===== config.mk =====
export PLATFORM = sky130hd
export DESIGN_NAME = amstrad_mem_arbiter
export DESIGN_NICKNAME = d
export VERILOG_FILES = /design/src/rtl/amstrad_mem_arbiter.sv
export SDC_FILE = /design/constraint.sdc
export NUM_CORES = 1
export LEC_CHECK = 0
export BUFFER_PORTS_ARGS = -buffer_cell sky130_fd_sc_hd__buf_2
export CORE_AREA = 5 5 94 96
export DETAILED_ROUTE_END_ITERATION = 12
export DIE_AREA = 0 0 99 101
export GPL_ROUTABILITY_DRIVEN = 0
export GPL_TIMING_DRIVEN = 0
export PLACE_DENSITY_LB_ADDON = 0.15
export SLEW_MARGIN = 5
export SYNTH_ARGS = -nofsm -noshare
export SYNTH_HDL_FRONTEND = slang
export SYNTH_SLANG_ARGS = --single-unit

===== constraint.sdc =====
create_clock -name CLK -period 3.71 [get_ports CLK]
set_input_delay 0.742 -clock CLK [delete_from_list [all_inputs] [get_ports CLK]]
set_output_delay 0.742 -clock CLK [all_outputs]
set_load 0.05 [all_outputs]

===== src/rtl/amstrad_mem_arbiter.sv =====
// amstrad_mem_arbiter: merges CPU and video fetches onto one single-port memory controller.
// Optional build macro MEM_ARB_WPROT_EN drops CPU writes aimed at the ROM image regions.
module amstrad_mem_arbiter #(
  parameter logic [6:0] VID_BASE = 7'b0000010
) (
  input  logic        CLK,
  input  logic        reset,
  input  logic        i_cpu_req,
  input  logic        i_cpu_we,
  input  logic [22:0] i_cpu_addr,
  input  logic [7:0]  i_cpu_din,
  output logic [7:0]  o_cpu_dout,
  output logic        o_cpu_ack,
  input  logic        i_vid_req,
  input  logic [15:0] i_vid_addr,
  output logic [7:0]  o_vid_dout,
  output logic        o_vid_valid,
  output logic        o_mem_req,
  output logic        o_mem_we,
  output logic [22:0] o_mem_addr,
  output logic [7:0]  o_mem_din,
  input  logic [7:0]  i_mem_dout,
  input  logic        i_mem_ready
);

  localparam logic [1:0] S_IDLE = 2'd0;
  localparam logic [1:0] S_WAIT = 2'd1;
  localparam logic [1:0] S_DROP = 2'd2;

  logic [1:0]  r_state;
  logic        r_old_req;
  logic        r_cpu_pend;
  logic        r_cpu_we;
  logic [22:0] r_cpu_addr;
  logic [7:0]  r_cpu_din;
  logic        r_vid_pend;
  logic [22:0] r_vid_addr;
  logic        r_last_grant;
  logic        r_grant_vid;

  logic w_cpu_edge;
  logic w_pick_vid;
  logic w_cpu_prot;
  logic w_cpu_done;
  logic w_vid_done;
  logic w_cpu_take;
  logic w_vid_take;

  assign w_cpu_edge = i_cpu_req & ~r_old_req;
  assign w_pick_vid = r_vid_pend & (~r_cpu_pend | ~r_last_grant);
  assign w_cpu_done = ((r_state == S_WAIT) & i_mem_ready & ~r_grant_vid) | (r_state == S_DROP);
  assign w_vid_done = (r_state == S_WAIT) & i_mem_ready & r_grant_vid;
  // A new request landing in the completion cycle replaces the one being retired.
  assign w_cpu_take = w_cpu_edge & (~r_cpu_pend | w_cpu_done);
  assign w_vid_take = i_vid_req & (~r_vid_pend | w_vid_done);

`ifdef MEM_ARB_WPROT_EN
  assign w_cpu_prot = r_cpu_we & ((r_cpu_addr[22:14] == 9'd0) | (r_cpu_addr[22:20] == 3'b001));
`else
  assign w_cpu_prot = 1'b0;
`endif

  always_ff @(posedge CLK) begin
    if (reset) begin
      r_old_req  <= 1'b0;
      r_cpu_pend <= 1'b0;
      r_cpu_we   <= 1'b0;
      r_cpu_addr <= '0;
      r_cpu_din  <= '0;
      r_vid_pend <= 1'b0;
      r_vid_addr <= '0;
    end else begin
      r_old_req <= i_cpu_req;
      if (w_cpu_take) begin
        r_cpu_pend <= 1'b1;
        r_cpu_we   <= i_cpu_we;
        r_cpu_addr <= i_cpu_addr;
        r_cpu_din  <= i_cpu_din;
      end else if (w_cpu_done) begin
        r_cpu_pend <= 1'b0;
      end
      if (w_vid_take) begin
        r_vid_pend <= 1'b1;
        r_vid_addr <= {VID_BASE, i_vid_addr};
      end else if (w_vid_done) begin
        r_vid_pend <= 1'b0;
      end
    end
  end

  always_ff @(posedge CLK) begin
    if (reset) begin
      r_state      <= S_IDLE;
      r_last_grant <= 1'b0;
      r_grant_vid  <= 1'b0;
      o_mem_req    <= 1'b0;
      o_mem_we     <= 1'b0;
      o_mem_addr   <= '0;
      o_mem_din    <= '0;
      o_cpu_dout   <= '0;
      o_cpu_ack    <= 1'b0;
      o_vid_dout   <= '0;
      o_vid_valid  <= 1'b0;
    end else begin
      o_mem_req   <= 1'b0;
      o_cpu_ack   <= 1'b0;
      o_vid_valid <= 1'b0;
      case (r_state)
        S_IDLE: begin
          if (w_pick_vid) begin
            r_grant_vid  <= 1'b1;
            r_last_grant <= 1'b1;
            o_mem_req    <= 1'b1;
            o_mem_we     <= 1'b0;
            o_mem_addr   <= r_vid_addr;
            o_mem_din    <= '0;
            r_state      <= S_WAIT;
          end else if (r_cpu_pend) begin
            r_grant_vid <= 1'b0;
            // Protected writes are acknowledged without touching memory or the fairness history.
            if (w_cpu_prot) begin
              r_state <= S_DROP;
            end else begin
              r_last_grant <= 1'b0;
              o_mem_req    <= 1'b1;
              o_mem_we     <= r_cpu_we;
              o_mem_addr   <= r_cpu_addr;
              o_mem_din    <= r_cpu_din;
              r_state      <= S_WAIT;
            end
          end
        end
        S_WAIT: begin
          if (i_mem_ready) begin
            r_state <= S_IDLE;
            if (r_grant_vid) begin
              o_vid_dout  <= i_mem_dout;
              o_vid_valid <= 1'b1;
            end else begin
              o_cpu_ack <= 1'b1;
              if (!o_mem_we) o_cpu_dout <= i_mem_dout;
            end
          end
        end
        S_DROP: begin
          o_cpu_ack <= 1'b1;
          r_state   <= S_IDLE;
        end
        default: r_state <= S_IDLE;
      endcase
    end
  end

endmodule

==> impl_metrics.toml <==
[status]
status = "finished clean"

[detailed_routing]
drt_iter0_drc = 105
drc = 0
via_per_inst = 5.31
dr.pass1.iters = 6
ant_nets = 0
vias = 3148
wl_per_cell_um = 15.8
wl_mm = 9.35

[clock_network]
cts_resized = 0
cts-root-buf = "clkbuf_8"
cts-htree-levels = 3
clk_latency_ns = 0.36
cts_tree = "built"
cts_setup_buffers = 0
clock_sinks = 105
numCtsBuffers = 9
path_clk_slew_ns = 0.10
cts_buffer_depth = 2
ctsHoldBuffers = 0

[pwr]
powerDensity_mw_per_mm2 = 477
pwr-share-seq_pct = 53.9
intPower_mw = 1.63
p_leak_nw = 2.09
power_frac_comb_pct = 13.5
switching_share_pct = 27.9
ir_drop_uv = 223
netSwitchingPower_mw = 0.631
p_total_mw = 2.26
pwr-share-clk_pct = 32.6

[logic_synthesis]
ys_types = 32
synth_top_family_by_area = "compound AO/OA/AOI/OAI gates"
synthMuxAreaShare_pct = 4.17
synth_fa_ha_area_share_pct = 0
synthSimpleGateAreaFrac_pct = 15.0
syn_nets = 422
ys_seq_area_share_pct = 54.7
postSynthAreaPerCell_um2 = 10.6
synth_cells = 361
synth_seq_cells = 105
netlist_area_mm2 = 0.00384
synth_xor_area_share_pct = 0
synth-compound-area-share_pct = 20.8
ys_warn_count = 0

[die]
dieWidth_um = 99
core_area_mm2 = 0.00797
start_util_pct = 48.2
die_h_um = 101
pin_count = 112
dieArea_mm2 = 0.0100
rows = 33

[setup_path]
r2r_start = "r_grant_vid"
r2r_cells = 5
crit_type = "in -> reg"
critPathRequiredTime_ns = 3.94
cp_max_fo = 10
regToRegSetupSlack_ns = 1.96
r2r_end = "o_mem_addr[13]"
worstPathArrival_ns = 2.04
startpoint_type = "primary input"
cp-end-kind = "flop"

[timing]
min_period_ns = 1.80
period_share_pct = 48.6
setup_viol = 0
slew_viol_final = 0
skew_ns = 0.0144
rsz0062_at_grt = "false"
fmax_ghz = 0.555
finalHoldViolCount = 0
worst_slew_pin_slew_ns = 0.690
slew_headroom_pct = 53.8
tns_ns = 0

[final_layout]
fin_util_pct = 59.5
final_cell_mix = "buf_2 (124), dfxtp_1 (105), nand2b_1 (35)"
drive_gt1_share_pct = 31.8
final_common_cell = "buf_2"
area_growth_pct = 23.4
design_area_mm2 = 0.00474
fin_nets = 544
fin_cells = 593
diodes = 0
n_fill_cell = 717

[worst_hold_path]
min_to = "o_vid_dout[0]"
hold_depth = 2
hold_path.class = "reg -> reg"
hp-start = "o_vid_dout[0]"

[grt]
first_global_vias = 3052
antenna_found_initial = 0
grt_usage_pct = 18.8
grt_max_degree = 20
grt_overflow = 0
grt_first_pass_wirelength_mm = 15.1

[placement]
port_buffers = 111
dpl_cell_area_mm2 = 0.00453
dpl.hpwl_mm = 6.59
dp_cells = 577

[job]
cap_violations = 0
per-layer routing:
layer	routed length [µm]	part of all wire (%)	global-route usage, %
met1	4250	45	25.0
met2	4400	47	30.6
met3	560	6.0	3.18
met4	135	1.4	7.25
met5	0	0	0
synthesized netlist by cell type:
cell type	n	area, µm²
nor2b_1	3	18.8
o2bb2ai_1	1	8.76
a221o_1	17	170
dfxtp_1	105	2100
a21boi_0	1	7.51
nor2_1	22	82.6
and2_1	1	6.26
o21bai_4	1	18.8
nand2b_1	35	219
a2bb2oi_1	1	8.76
buf_2	13	65.1
a211oi_1	1	7.51
a22o_1	32	280
inv_1	1	3.75
nand3_1	1	5.00
buf_4	3	22.5
nand2_1	24	90.1
buf_6	6	67.6
nor4bb_1	1	10.0
a32oi_1	15	131
a2111oi_4	1	27.5
clkbuf_1	11	41.3
o21ai_0	8	40.0
a21oi_1	18	90.1
nor4b_1	1	8.76
and3_1	1	6.26
o21ba_2	1	10.0
nand3b_4	1	20.0
nor3b_2	1	12.5
nor2b_4	1	13.8
nor3_1	17	85.1
mux2i_1	16	160
final cells by class:
type | count | area (µm²) | area share (%)
Buffer | 33 | 196 | 4.15
Clock buffer | 9 | 124 | 2.61
Clock inverter | 7 | 86.3 | 1.82
Inverter | 1 | 3.75 | 0.0792
Multi-Input combinational cell | 222 | 1540 | 32.5
Sequential cell | 105 | 2100 | 44.4
Tap cell | 105 | 131 | 2.77
Timing Repair Buffer | 111 | 556 | 11.7
how the worst max path moves through the flow:
stage	start	endpoint	slack, ns	cells after the start
2_1_floorplan	i_mem_ready	r_cpu_addr[0]	2.05	4
3_3_place_gp	reset	r_cpu_pend	1.52	5
3_5_place_dp	reset	r_cpu_pend	1.51	5
4_1_cts	reset	r_cpu_pend	1.89	5
5_1_grt	reset	r_cpu_pend	1.75	5
6_report	reset	r_cpu_pend	1.91	5
logic make-up after synthesis:
group / after synthesis
buffers and inverters: 34
AOI/OAI and AO/OA: 97
and+or+nand+nor: 109
DFF: 105
muxes: 16
power by group through the flow:
| stage | clock, mW | combinational [mW] | sequential (mW) |
|---|---|---|---|
| after floorplan | 0 | 0.154 | 1.29 |
| after global placement | 0 | 0.302 | 1.24 |
| after detailed placement | 0 | 0.307 | 1.24 |
| after CTS | 0.757 | 0.308 | 1.22 |
| after global routing | 0.800 | 0.331 | 1.22 |
| final | 0.737 | 0.306 | 1.22 |
registers in the layout, indices dropped and copies added, names as in the netlist, 8 cells and up:
register and cells:
o_mem_din 8, o_mem_addr 23, r_cpu_addr 23, o_cpu_dout 8
r_vid_addr 17, r_cpu_din 8, o_vid_dout 8
critical path, stage by stage:
cell and delay (ns):
buf_2 0.20, clkbuf_1 0.31, buf_2 0.28, clkbuf_1 0.40, nor2_1 0.10
through the flow:
| step | hold slack [ns] | worst slack (ns) |
|---|---|---|
| 3_5_place_dp | 0.446 | 1.51 |
| 4_1_cts | 0.460 | 1.89 |
| 5_1_grt | 0.489 | 1.75 |
| 2_1_floorplan | 0.449 | 2.05 |
| 6_report | 0.457 | 1.91 |
| 3_3_place_gp | 0.440 | 1.52 |
(Power assumes the default switching activity.)
